$ cat config.mk
export PLATFORM = sky130hd
export DESIGN_NAME = ram_port_arbiter
export DESIGN_NICKNAME = d
export VERILOG_FILES = /design/src/rtl/ram_port_arbiter.sv
export SDC_FILE = /design/constraint.sdc
export NUM_CORES = 1
export LEC_CHECK = 0
export BUFFER_PORTS_ARGS = -buffer_cell sky130_fd_sc_hd__buf_2
export CAP_MARGIN = 15
export CORE_AREA = 2 2 96 98
export CTS_CLUSTER_SIZE = 40
export DETAILED_ROUTE_END_ITERATION = 6
export DIE_AREA = 0 0 98 100
export PLACE_DENSITY = 0.74
export SETUP_SLACK_MARGIN = 0.1
export SYNTH_ARGS = -nofsm -noshare
export SYNTH_HDL_FRONTEND = slang
export SYNTH_SLANG_ARGS = --single-unit
$ cat constraint.sdc
create_clock -name clk_original -period 2.2 [get_ports clk_original]
set_input_delay 0.44 -clock clk_original [delete_from_list [all_inputs] [get_ports clk_original]]
set_output_delay 0.44 -clock clk_original [all_outputs]
set_load 0.03 [all_outputs]
$ cat src/rtl/ram_port_arbiter.sv
// Two-master round-robin arbiter for the single Avalon-MM port of the packet RAM.
// Grants one master at a time, caps bursts while the other waits, and routes read data back to its issuer.
module ram_port_arbiter #(
    parameter int ADDR_W       = 10,
    parameter int MAX_BURST    = 16,
    parameter int READ_LATENCY = 1
) (
    input  logic              clk_original,
    input  logic              rst,
    input  logic [ADDR_W-1:0] m0_address,
    input  logic              m0_read,
    input  logic              m0_write,
    input  logic [31:0]       m0_writedata,
    input  logic [3:0]        m0_byteenable,
    output logic              m0_waitrequest,
    output logic [31:0]       m0_readdata,
    output logic              m0_readdatavalid,
    input  logic [ADDR_W-1:0] m1_address,
    input  logic              m1_read,
    input  logic              m1_write,
    input  logic [31:0]       m1_writedata,
    input  logic [3:0]        m1_byteenable,
    output logic              m1_waitrequest,
    output logic [31:0]       m1_readdata,
    output logic              m1_readdatavalid,
    output logic [ADDR_W-1:0] ram_addr,
    output logic              ram_chipselect,
    output logic              ram_write,
    output logic              ram_read,
    output logic [31:0]       ram_writedata,
    output logic [3:0]        ram_byteenable,
    input  logic [31:0]       ram_readdata,
    input  logic              ram_waitrequest,
    output logic [1:0]        grant
);

    localparam int CNT_W = $clog2(MAX_BURST + 1);

    // State encoding doubles as the one-hot grant, so grant is the visible FSM state.
    typedef enum logic [1:0] {
        IDLE   = 2'b00,
        GRANT0 = 2'b01,
        GRANT1 = 2'b10
    } state_t;

    state_t                  state_q, state_next;
    logic                    last_grant;
    logic [CNT_W-1:0]        burst_cnt;
    logic [READ_LATENCY-1:0] pipe_valid;
    logic [READ_LATENCY-1:0] pipe_id;
    logic                    req0, req1, complete, cap_hit;

    assign req0     = m0_read | m0_write;
    assign req1     = m1_read | m1_write;
    assign complete = ram_chipselect & ~ram_waitrequest;
    assign cap_hit  = (burst_cnt + 1'b1) == CNT_W'(MAX_BURST);
    assign grant    = state_q;

    // Avalon handshake: a transfer completes on the cycle the granted master holds read/write
    // and ram_waitrequest is low; a stalled master must hold address/data/strobes stable.
    always_comb begin
        ram_addr       = '0;
        ram_chipselect = 1'b0;
        ram_write      = 1'b0;
        ram_read       = 1'b0;
        ram_writedata  = '0;
        ram_byteenable = '0;
        m0_waitrequest = 1'b1;
        m1_waitrequest = 1'b1;
        case (state_q)
            GRANT0: begin
                ram_addr       = m0_address;
                ram_chipselect = req0;
                ram_write      = m0_write;
                ram_read       = m0_read;
                ram_writedata  = m0_writedata;
                ram_byteenable = m0_byteenable;
                m0_waitrequest = ram_waitrequest;
            end
            GRANT1: begin
                ram_addr       = m1_address;
                ram_chipselect = req1;
                ram_write      = m1_write;
                ram_read       = m1_read;
                ram_writedata  = m1_writedata;
                ram_byteenable = m1_byteenable;
                m1_waitrequest = ram_waitrequest;
            end
            default: ;
        endcase
    end

    always_comb begin
        state_next = state_q;
        case (state_q)
            IDLE: begin
                if (req0 && req1)  state_next = last_grant ? GRANT0 : GRANT1;
                else if (req0)     state_next = GRANT0;
                else if (req1)     state_next = GRANT1;
            end
            GRANT0: begin
                if (!req0)                           state_next = req1 ? GRANT1 : IDLE;
                else if (complete && req1 && cap_hit) state_next = GRANT1;
            end
            GRANT1: begin
                if (!req1)                           state_next = req0 ? GRANT0 : IDLE;
                else if (complete && req0 && cap_hit) state_next = GRANT0;
            end
            default: state_next = IDLE;
        endcase
    end

    always_ff @(posedge clk_original or posedge rst) begin
        if (rst) begin
            state_q    <= IDLE;
            last_grant <= 1'b1;
            burst_cnt  <= '0;
        end else begin
            state_q <= state_next;
            if (state_q == GRANT0 && state_next != GRANT0) last_grant <= 1'b0;
            if (state_q == GRANT1 && state_next != GRANT1) last_grant <= 1'b1;
            if (state_q == IDLE || state_next != state_q) burst_cnt <= '0;
            else if (complete)                            burst_cnt <= burst_cnt + 1'b1;
        end
    end

    // Read-return pipeline tracks {valid, issuer} independently of the current grant.
    always_ff @(posedge clk_original or posedge rst) begin
        if (rst) begin
            pipe_valid <= '0;
            pipe_id    <= '0;
        end else begin
            pipe_valid[0] <= complete & ram_read;
            pipe_id[0]    <= (state_q == GRANT1);
            for (int i = 1; i < READ_LATENCY; i++) begin
                pipe_valid[i] <= pipe_valid[i-1];
                pipe_id[i]    <= pipe_id[i-1];
            end
        end
    end

    assign m0_readdata      = ram_readdata;
    assign m1_readdata      = ram_readdata;
    assign m0_readdatavalid = pipe_valid[READ_LATENCY-1] & ~pipe_id[READ_LATENCY-1];
    assign m1_readdatavalid = pipe_valid[READ_LATENCY-1] &  pipe_id[READ_LATENCY-1];

endmodule

==> reports/metrics.cfg <==
[outcome]
status = complete, no violations

[worst_setup_path]
cp-start-kind = flop
crit_type = reg -> reg
rr_worst_depth = 8
path_max_fanout = 5
critical_path.endpoint_type = flop
cp_data_required_time_ps = 2310
arrival_ps = 2280

[synth]
async_flop_share_pct = 100.0
synth_edf_count = 0
syn-cell-area_mm2 = 0.002009
syn-num-nets = 397
synth_seq_area_share_pct = 12.52
synth_cell_type_count = 37
synth.avg_cell_area_um2 = 7.729
ys_ff_latch = 10
synthCells = 260
ys.flop_type = dfrtp_1
yosysWarnings = 0

[sta]
post-route-min-period_ps = 2169
slew_headroom_pct = 68.90
rsz0062_at_grt = true
tightestPinTransition_ps = 461.6
fin_tns_setup_ps = 0
hold_viol_final = 0
finalCritPeriodShare_pct = 98.60
fmax_mhz = 461.0
setup_violations = 0
drv_slew = 0
skew_ps = 3.178

[global_routing]
grt_pass1_wl_um = 12120
track_usage_pct = 15.56
grt_antenna_before_repair = 0
overflow = 0
grt_pass1_vias = 2164
grt_max_degree = 49

[detailed_routing]
drt_pre_antenna_iters = 4
met2_length_um = 4764
vias = 2252
antenna_left = 0
top_layer = met4
vias_per_cell = 4.896
drcViolationCount = 0
m1WireLength_um = 3139
routed_wl_um = 8648
wl_per_cell_um = 18.80
drtIter0Drc = 78
met3_length_um = 692

[cells_and_area]
drive_above_1_share_pct = 79.08
layout.nets = 487
fillCellCount = 916
final_cells = 460
diodes = 0
syn_to_final_growth_pct = 54.86

[clocking]
clkLatencyLatePin_ps = 230
htreeDepth = 1
cts-root-buf = clkbuf_8
clock_path_buffers = 2
clock_sinks = 10
cts_buffers = 3
tritoncts = done
cts_hold_buffers = 0
clk_pin_slew_ps = 50

[placement]
gp_congestion = 0.9148
io_buffers = 153
dpl.hpwl_um = 6410
dp.cells = 450

[hold_path]
hp-class = in -> async

[floorplanning]
die_h_um = 100
dieArea_mm2 = 0.009800
io_pins = 250
initial_core_util_pct = 22.60
fp.coreArea_mm2 = 0.008890
num_rows = 35
die_w_um = 98

[power]
irDropWorstVdd_v = 0.0005676
p_leak_nw = 1.345
p_per_area_mw_per_mm2 = 1421

[job]
cap_violations = 0

==> cells in the mapped netlist (all sizes together), types with 2 or more instances <==
| cell | n | area share (%) |
|---|---|---|
| o211ai | 3 | 1.9 |
| nand2b | 4 | 1.2 |
| xnor2 | 3 | 1.3 |
| o21ai | 5 | 1.4 |
| clkbuf | 16 | 3.0 |
| and4 | 2 | 0.87 |
| buf | 65 | 24 |
| nor3 | 5 | 1.2 |
| ha | 6 | 3.7 |
| nor2b | 52 | 16 |
| inv | 3 | 0.56 |
| a22oi | 49 | 18 |
| nand2 | 5 | 0.93 |
| or2 | 2 | 0.62 |
| and2 | 3 | 0.93 |
| nor2 | 6 | 1.1 |
| o41ai | 2 | 0.87 |
| a21oi | 5 | 1.8 |
| dfrtp | 9 | 11 |
==> cells by family after synthesis <==
group                    count (synthesis)  synth area share [%]
buffers and inverters                   84                 27.71
AND/OR/NAND/NOR                         83                 24.78
AO/OA/AOI/OAI                           72                 29.02
flip-flops                              10                 12.52
adder cells (fa/ha/maj)                  6                 3.736
XOR/XNOR                                 4                 1.744
multiplexers                             1                0.4982
==> routing by layer <==
layer / global-route usage [%] / up-vias
met5: 0 / -
met4: 2.778 / 0
met1: 18.32 / 1056
met2: 28.45 / 151
met3: 4.457 / 8
li1: - / 1037
==> registers in the layout, summed over array words and instances, names as in the netlist <==
signal / count
burst_cnt: 5
grant: 2
last_grant: 1
pipe_id: 1
pipe_valid: 1
==> layout make-up <==
class                           instances  area (µm²)  area share, %
Timing Repair Buffer                  166        1039          33.37
Sequential cell                        10       254.0          8.162
Tap cell                              111       138.9          4.463
Multi-Input combinational cell        166        1612          51.79
Inverter                                3       13.76         0.4423
Clock buffer                            4       55.05          1.769
==> placed cells by master, fill, tap and decap left out, drive strengths merged, types with 2 or more instances in the layout <==
| cell | instances |
|---|---|
| inv | 3 |
| a21oi | 5 |
| buf | 146 |
| o21ai | 5 |
| clkbuf | 24 |
| nor3 | 5 |
| and2 | 3 |
| ha | 6 |
| dfrtp | 9 |
| or2 | 2 |
| nand2 | 5 |
| o41ai | 2 |
| nand2b | 4 |
| o211ai | 3 |
| a22oi | 49 |
| nor2b | 52 |
| xnor2 | 3 |
| and4 | 2 |
| nor2 | 6 |
==> path summary, 6_finish.rpt <==
check,startpoint,end,slack [ps]
worst max-delay path,grant[1]$_DFF_PP0_,burst_cnt[1]$_DFFE_PP0P_,30
worst min-delay path,rst,burst_cnt[3]$_DFFE_PP0P_,180
worst max register to register,grant[1]$_DFF_PP0_,burst_cnt[1]$_DFFE_PP0P_,30
worst min register to register,last_grant$_DFFE_PP1P_,last_grant$_DFFE_PP1P_,510
max in group asynchronous,rst,last_grant$_DFFE_PP1P_,1710
min in group clk_original,last_grant$_DFFE_PP1P_,last_grant$_DFFE_PP1P_,510
==> timing repair <==
| action | CTS | global route |
|---|---|---|
| setup endpoints to repair | 54 | 54 |
| cloned | 1 | 3 |
| gates resized for setup | 34 | 60 |
| pin swaps | 7 | 7 |
| setup buffers | 2 | 0 |
==> where the power goes <==
group	switching (mW)	total, mW	internal [mW]
clock	0.0727	0.230	0.157
combinational	2.24	3.91	1.68
sequential	0.0399	0.276	0.236
==> through the flow <==
| step | setup WS [ps] | cell area (µm²) | power, mW | hold WS [ps] | utilization (%) |
|---|---|---|---|---|---|
| final | 30.91 | 3112 | 4.421 | 176.0 | 35.00 |
| after global routing | -48.30 | 3112 | 4.670 | 226.0 | 35.00 |
| after CTS | 60.10 | 2875 | 4.034 | 181.4 | 32.34 |
| after detailed placement | 69.08 | 2601 | 3.451 | 434.4 | 29.26 |
| after global placement | 178.4 | 2601 | 3.377 | 440.6 | 29.26 |
| after floorplan | -59.97 | 2180 | 2.843 | 279.3 | - |
==> critical path: stages, from the launching register on <==
cell and delay (ps):
dfrtp_2 390, inv_4 70, ha_4 310, o211ai_4 90
a21oi_4 250, a41oi_4 190, or4_4 530, o211ai_4 120
nor3_1 80
(Power assumes the default switching activity.)
